[src/rtl/sipo_pkg.sv]
// Shared types for the serial-in/parallel-out deserializer.
package sipo_pkg;

    typedef enum logic {
        IDLE  = 1'b0,
        SHIFT = 1'b1
    } sipo_state_e;

endpackage

[src/rtl/sipo_out_buf.sv]
// One-entry valid/ready holding register for completed words.
// A new word is dropped, and overrun is pulsed, when the entry is full and not draining.
module sipo_out_buf #(
    parameter int WIDTH = 4
) (
    input  logic             clk,
    input  logic             rst,
    input  logic             wr_en,
    input  logic [WIDTH-1:0] wr_data,
    input  logic             par_ready,
    output logic             par_valid,
    output logic [WIDTH-1:0] par_data,
    output logic             overrun
);

    logic             par_valid_q, par_valid_d;
    logic [WIDTH-1:0] par_data_q, par_data_d;
    logic             overrun_q, overrun_d;

    always_comb begin
        par_valid_d = par_valid_q;
        par_data_d  = par_data_q;
        overrun_d   = 1'b0;
        if (wr_en) begin
            // A draining entry can be refilled in the same cycle.
            if (!par_valid_q || par_ready) begin
                par_valid_d = 1'b1;
                par_data_d  = wr_data;
            end else begin
                overrun_d = 1'b1;
            end
        end else if (par_valid_q && par_ready) begin
            par_valid_d = 1'b0;
        end
    end

    always_ff @(posedge clk or posedge rst) begin
        if (rst) begin
            par_valid_q <= 1'b0;
            par_data_q  <= '0;
            overrun_q   <= 1'b0;
        end else begin
            par_valid_q <= par_valid_d;
            par_data_q  <= par_data_d;
            overrun_q   <= overrun_d;
        end
    end

    assign par_valid = par_valid_q;
    assign par_data  = par_data_q;
    assign overrun   = overrun_q;

endmodule

[src/rtl/sipo_deser.sv]
// Serial-in/parallel-out deserializer: frames strobed bits on a start marker, packs WIDTH
// bits per word and streams words back-to-back into a one-entry valid/ready buffer.
//
// Handshakes: input bits are consumed whenever sin_valid is high (no backpressure);
// an output word transfers on a cycle where par_valid && par_ready, and par_data is
// stable while par_valid && !par_ready.
module sipo_deser
    import sipo_pkg::*;
#(
    parameter int WIDTH     = 4,
    parameter bit MSB_FIRST = 1'b1
) (
    input  logic             clk,
    input  logic             rst,
    input  logic             sin_valid,
    input  logic             sin_data,
    input  logic             sin_start,
    output logic             par_valid,
    input  logic             par_ready,
    output logic [WIDTH-1:0] par_data,
    output logic             overrun,
    output logic             frame_err,
    output sipo_state_e      dbg_state
);

    localparam int CW = $clog2(WIDTH + 1);

    sipo_state_e      state_q, state_d;
    logic [WIDTH-1:0] sreg_q, sreg_d;
    logic [CW-1:0]    cnt_q, cnt_d;
    logic             frame_err_q, frame_err_d;

    logic [WIDTH-1:0] shifted;
    logic [WIDTH-1:0] first_bit_word;
    logic             wr_en;
    logic [WIDTH-1:0] wr_data;

    always_comb begin
        if (MSB_FIRST) begin
            shifted        = {sreg_q[WIDTH-2:0], sin_data};
            first_bit_word = {{(WIDTH-1){1'b0}}, sin_data};
        end else begin
            shifted        = {sin_data, sreg_q[WIDTH-1:1]};
            first_bit_word = {sin_data, {(WIDTH-1){1'b0}}};
        end
    end

    always_comb begin
        state_d     = state_q;
        sreg_d      = sreg_q;
        cnt_d       = cnt_q;
        frame_err_d = 1'b0;
        wr_en       = 1'b0;
        wr_data     = shifted;
        case (state_q)
            IDLE: begin
                if (sin_valid && sin_start) begin
                    state_d = SHIFT;
                    sreg_d  = first_bit_word;
                    cnt_d   = CW'(1);
                end
            end
            SHIFT: begin
                if (sin_valid && sin_start) begin
                    // Start with a partial word pending: discard it and restart framing.
                    frame_err_d = (cnt_q != '0);
                    sreg_d      = first_bit_word;
                    cnt_d       = CW'(1);
                end else if (sin_valid) begin
                    sreg_d = shifted;
                    if (cnt_q == CW'(WIDTH - 1)) begin
                        wr_en = 1'b1;
                        cnt_d = '0;
                    end else begin
                        cnt_d = cnt_q + CW'(1);
                    end
                end
            end
            default: state_d = IDLE;
        endcase
    end

    always_ff @(posedge clk or posedge rst) begin
        if (rst) begin
            state_q     <= IDLE;
            sreg_q      <= '0;
            cnt_q       <= '0;
            frame_err_q <= 1'b0;
        end else begin
            state_q     <= state_d;
            sreg_q      <= sreg_d;
            cnt_q       <= cnt_d;
            frame_err_q <= frame_err_d;
        end
    end

    sipo_out_buf #(.WIDTH(WIDTH)) u_out_buf (
        .clk       (clk),
        .rst       (rst),
        .wr_en     (wr_en),
        .wr_data   (wr_data),
        .par_ready (par_ready),
        .par_valid (par_valid),
        .par_data  (par_data),
        .overrun   (overrun)
    );

    assign frame_err = frame_err_q;
    assign dbg_state = state_q;

endmodule

[config.mk]
export PLATFORM = sky130hd
export DESIGN_NAME = sipo_deser
export DESIGN_NICKNAME = d
export VERILOG_FILES = /design/src/rtl/sipo_pkg.sv /design/src/rtl/sipo_out_buf.sv /design/src/rtl/sipo_deser.sv
export SDC_FILE = /design/constraint.sdc
export NUM_CORES = 1
export LEC_CHECK = 0
export CORE_MARGIN = 2
export CORE_UTILIZATION = 41
export DETAILED_ROUTE_END_ITERATION = 10
export PLACE_DENSITY = 0.7
export SLEW_MARGIN = 20
export SYNTH_ARGS = -nofsm -noshare
export SYNTH_HDL_FRONTEND = slang
export SYNTH_SLANG_ARGS = --single-unit
[constraint.sdc]
create_clock -name clk -period 1.55 [get_ports clk]
set_input_delay 0.3875 -clock clk [delete_from_list [all_inputs] [get_ports clk]]
set_output_delay 0.3875 -clock clk [all_outputs]
set_load 0.005 [all_outputs]
# Word level (Yosys, flattened, before mapping)
# Cells that the tools add are included.
dict set report op_classes {
  add_sub_neg 1
  eq_ne 4
  muxes 22
  n_bitwise 1
  reduce_logical 9
}
# op count
set ops {}
lappend ops {{$mux 3} 7}
lappend ops {{$mux 1} 13}
lappend ops {{$pmux 3 s2} 2}
lappend ops {{$reduce_and 2->1} 3}
lappend ops {{$ne 2x2->1 const B} 2}
lappend ops {{$add 3x1->3 const B} 1}
lappend ops {{$eq 3x2->1 const B} 1}
lappend ops {{$ne 3x2->1 const B} 1}
lappend ops {{$reduce_bool 3->1} 1}
lappend ops {{$logic_and 1x1->1} 2}
lappend ops {{$reduce_bool 2->1} 1}
lappend ops {{$logic_not 1->1} 1}
lappend ops {{$logic_or 1x1->1} 1}
lappend ops {{$not 1->1} 1}
dict set report totals {
  register_bits 14
  in_bits 6
  out_inout_bits 8
}

# Logic depth before layout (Yosys ltp)
dict set report depth {
  ltp_word 7
  depth_mapped 5
}

# Hierarchy
# From an unflattened synthesis, not the netlist that was laid out.
dict set report unflattened {
  hier_cells 51
  area_unflattened_um2 623.1
}
# mod n_inst cells_per_inst area_each_um2
set by_module_without_submodules {}
lappend by_module_without_submodules {sipo_deser 1 35 372.9}
lappend by_module_without_submodules {sipo_out_buf 1 16 250.2}

# Worst setup path before layout
# No wires, ideal clock.
dict set report synth_path {
  path_type {reg2reg}
  start {reg cnt_q[0]}
  end {reg u_out_buf.par_data_q[0] (netlist: u_out_buf.par_data[0])}
  setup_ns 0.125
  t_arrival_ns 1.423
  t_required_ns 1.425
  path_slack_ns 0.002
  stages_incl_launch_ff 5
  period_less_slack_ns 1.548
  cell_sequence {dfrtp_1 > ha_1 > or2b_1 > nor4b_4 > mux2_2}
}
dict set report synth_between {
  elab_chain_cells 6
}
# item line
set synth_rtl {}
lappend synth_rtl {{from (decl)} sipo_deser.sv:30} ;# logic [CW-1:0] cnt_q, cnt_d;
lappend synth_rtl {{from (signal assigned)} sipo_deser.sv:92} ;# cnt_q <= cnt_d;
lappend synth_rtl {{$eq 3x2->1} sipo_deser.sv:71} ;# if (cnt_q == CW'(WIDTH - 1)) begin
lappend synth_rtl {{$mux 1} sipo_deser.sv:71}
lappend synth_rtl {{$mux 1} sipo_deser.sv:69} ;# end else if (sin_valid) begin
lappend synth_rtl {{$mux 1} sipo_deser.sv:64} ;# if (sin_valid && sin_start) begin
lappend synth_rtl {{$mux 1} sipo_deser.sv:55} ;# case (state_q)
lappend synth_rtl {{$reduce_and 2->1 (no source line)} --}
lappend synth_rtl {{to (signal assigned)} sipo_out_buf.sv:44} ;# par_data_q <= par_data_d;
lappend synth_rtl {{to (decl)} sipo_out_buf.sv:17} ;# logic [WIDTH-1:0] par_data_q, par_data_d;
# Every way passes these cells.
# A chain may end at the register's enable or synchronous reset.

# Final worst setup path
dict set report layout_path {
  start {reg cnt_q[1]}
  end {reg u_out_buf.par_data_q[3] (netlist: u_out_buf.par_data[3])}
}
# Same word-level chain as after synthesis.

==> impl_metrics.csv <==
group,metric,value,unit
status,status,"finished with violations",
status,violations,"negative setup slack",
critical_path,cp.arrival,1.83,ns
critical_path,crit_fanout,4,
cts,clock_latency,0.27,ns
timing,max_freq,598,MHz
critical_path,r2r_setup_slack,-0.12,ns
cts,cts_tree,"yes",
timing,worstMarginPinSlew,0.499,ns
route,route.met2.wl,551,um
finish,drive_gt1_share,41.3,%
floorplanning,die_area,1790,um^2
global_routing,grt_max_degree,15,
route,final_antenna_net_count,0,
place,io_buffers,13,
place,gp_congestion,0.757,
route,wl_met3,58,um
route,vias,465,
route,drt_iter0_drc,8,
yosys,yosysTopAreaCellShare,58.2,%
yosys,yosys-top-cells-count,"dfrtp_1 (14), mux2_2 (5), inv_1 (4)",
run,cap_violations,0,
timing,fin_ws,-0.121,ns
floorplanning,fp-row-count,13,
critical_path,slowest_stage,"dfrtp_1",
yosys,yosysUniqueCellTypes,18,
route,drc,0,
critical_path,end_kind,"flop",
cts,clockRootBuffer,"clkbuf_4",
finish,finalInstanceArea,938,um^2
place,dpl-instance-area,806,um^2
global_routing,grtUsageTotal,13.0,%
finish,nets,89,
floorplanning,start_util,45.1,%
power_and_ir_drop,p_total,1.03,mW
cts,cts.reportedPaths.clkPinSlew,0.09,ns
critical_path,start_kind,"flop",
global_routing,antenna_found_initial,0,
global_routing,grt.overflow.total,0,
route,m1WireLength,558,um
timing,fin_skew,0.00284,ns
yosys,synthTopCellsByArea,"dfrtp_1 (58%), mux2_2 (9.4%), a22o_1 (4.4%)",
finish,final_core_util,70.4,%
route,postRouteWirelength,1.17,mm
yosys,yosysMostFrequentCell,"dfrtp_1",
power_and_ir_drop,p_leak,0.481,nW
timing,timing.hold.ws,0.436,ns
floorplanning,die_w,42.3,um
global_routing,grt_pass1_vias,415,
timing,slew_headroom,66.7,%
yosys,netlist_instances,47,
yosys,synth_top_flop_cell,"dfrtp_1",
critical_path,timing.rr.end,"u_out_buf.par_data[3]$_DFFE_PP0P_",
power_and_ir_drop,ir_drop,908,uV
global_routing,grt_pass1_wl,1.79,mm
critical_path,crit_path_cell_trace,"ha_2, or2b_4, nor4b_4, buf_4, mux2_4",
timing,rsz0062_at_grt,"true",
finish,area_growth,55.9,%
floorplanning,core,1330,um^2
worst_hold_path,hold_class,"input port to asynchronous set/reset pin",
yosys,syn_nets,55,
critical_path,critPathMaxStageDelay,0.36,ns
timing,tns,-0.460,ns
yosys,synth_seq_cells,14,
route,viasPerCell,4.89,
critical_path,reg2regPathDepth,5,
route,drt_pass1_iterations,4,
floorplanning,io_pins,14,
yosys,synth_edf_count,0,
timing,finalSetupViolCount,4,
yosys,avgSynthCellArea,12.8,um^2
timing,final-hold-violation-count,0,
yosys,postSynth.asyncResetShare,100,%
yosys,netlist_area,602,um^2
critical_path,path_class,"flop to flop",
finish,n_antenna_cell,0,
route,routedWlPerCell,12.3,um
critical_path,r2r_start,"cnt_q[1]$_DFFE_PP0P_",
timing,fin_crit_sh,108,%
critical_path,cp.required,1.71,ns
timing,period_minus_slack,1.67,ns
power_and_ir_drop,power_density,1100,nW/um^2
floorplanning,die_h,42.3,um
yosys,yosysWarnings,0,
timing,finalMaxSlewViolations,0,
place,dpl.hpwl,756,um
yosys,yosysTopAreaCell,"dfrtp_1",
yosys,synth.yosys.seq_area_share,58.2,%
cts,h-tree-depth,1,
cts,clockBufferDepth,2,
route,highest_layer,"met3",
cts,cts_sinks,14,
cts,numCtsBuffers,3,
==> worst max path at each step <==
stage	cells after the start	startpoint	slack (ns)	to
finish	5	cnt_q[1]$_DFFE_PP0P_	-0.12	u_out_buf.par_data[3]$_DFFE_PP0P_
global route	5	cnt_q[0]$_DFFE_PP0P_	-0.19	u_out_buf.par_data[3]$_DFFE_PP0P_
CTS	4	cnt_q[1]$_DFFE_PP0P_	-0.11	u_out_buf.par_data[1]$_DFFE_PP0P_
detailed placement	4	sin_valid	-0.32	u_out_buf.par_data[1]$_DFFE_PP0P_
global placement	4	sin_valid	-0.29	u_out_buf.par_data[2]$_DFFE_PP0P_
floorplan	4	cnt_q[0]$_DFFE_PP0P_	0.002	u_out_buf.par_data[0]$_DFFE_PP0P_
==> sequential cells by signal, summed over array words and instances (netlist names) <==
signal	count
sreg_q	3
dbg_state	1
frame_err	1
u_out_buf.par_valid	1
cnt_q	3
u_out_buf.par_data	4
u_out_buf.overrun	1
==> cell usage in the layout (no fill, tap or decap) <==
cell type / count
dfrtp_1: 14
nand2b_1: 2
or3_2: 1
nor4b_4: 1
ha_2: 1
buf_4: 17
or2b_4: 1
clkbuf_4: 3
a22o_1: 3
a21o_2: 1
a21o_1: 1
clkbuf_8: 1
inv_1: 4
nand2_1: 2
clkdlybuf4s50_1: 10
a21boi_0: 1
nor2_1: 3
mux2_4: 4
mux2_2: 1
nand2_2: 1
ha_1: 1
o21ai_0: 3
dlymetal6s2s_1: 3
a31o_2: 1
==> layer usage <==
layer  up-vias  global-route usage [%]
li1        230                       -
met1       222                    18.4
met2        13                    20.3
met3         0                    3.88
met4         0                    1.88
met5         -                       0
==> per-stage QoR <==
step                      worst slack, ns  instances
after global placement             -0.293         82
after floorplan                   0.00205         47
after CTS                          -0.114         89
after global routing               -0.189         95
final                              -0.121         95
after detailed placement           -0.316         82
==> power by group <==
part           internal, mW  switching [mW]  leakage [nW]
registers             0.425          0.0356         0.178
clock network         0.143           0.113        0.0210
logic                 0.220          0.0928         0.281
==> what timing repair did <==
| action | CTS | global route |
|---|---|---|
| setup buffers | 3 | 6 |
| endpoints found under the setup margin | 5 | 7 |
| hold buffers | 0 | 0 |
| pin swaps | 0 | 2 |
| gates resized for setup | 0 | 9 |
| gates cloned | 0 | 0 |
| endpoints found under the hold margin | 0 | 0 |
==> area by class of cell <==
type | count | area [um^2]
Fill cell | 102 | 395
Sequential cell | 14 | 350
Timing Repair Buffer | 30 | 265
Multi-Input combinational cell | 28 | 253
Clock buffer | 4 | 36.3
Tap cell | 15 | 18.8
Inverter | 4 | 15.0
==> kinds of logic (layout without fill, tap and decap cells) <==
kind of cell	after synthesis	after routing	synth area share, %
DFF	14	14	58.2
and+or+nand+nor	11	11	12.7
AOI/OAI and AO/OA	10	10	12.3
adders and majority gates	2	2	4.16
muxes	5	5	9.35
buffers and inverters	5	38	3.32
==> worst max-delay path: cells and delay by family, from the launching register on <==
kind / cells / cell delay, ns
AND/OR/NAND/NOR: 2 / 0.52
flip-flops: 1 / 0.36
multiplexers: 1 / 0.30
adder cells (fa/ha/maj): 1 / 0.18
buffers and inverters: 1 / 0.18
Note: power is estimated with default switching activity, not from simulation.
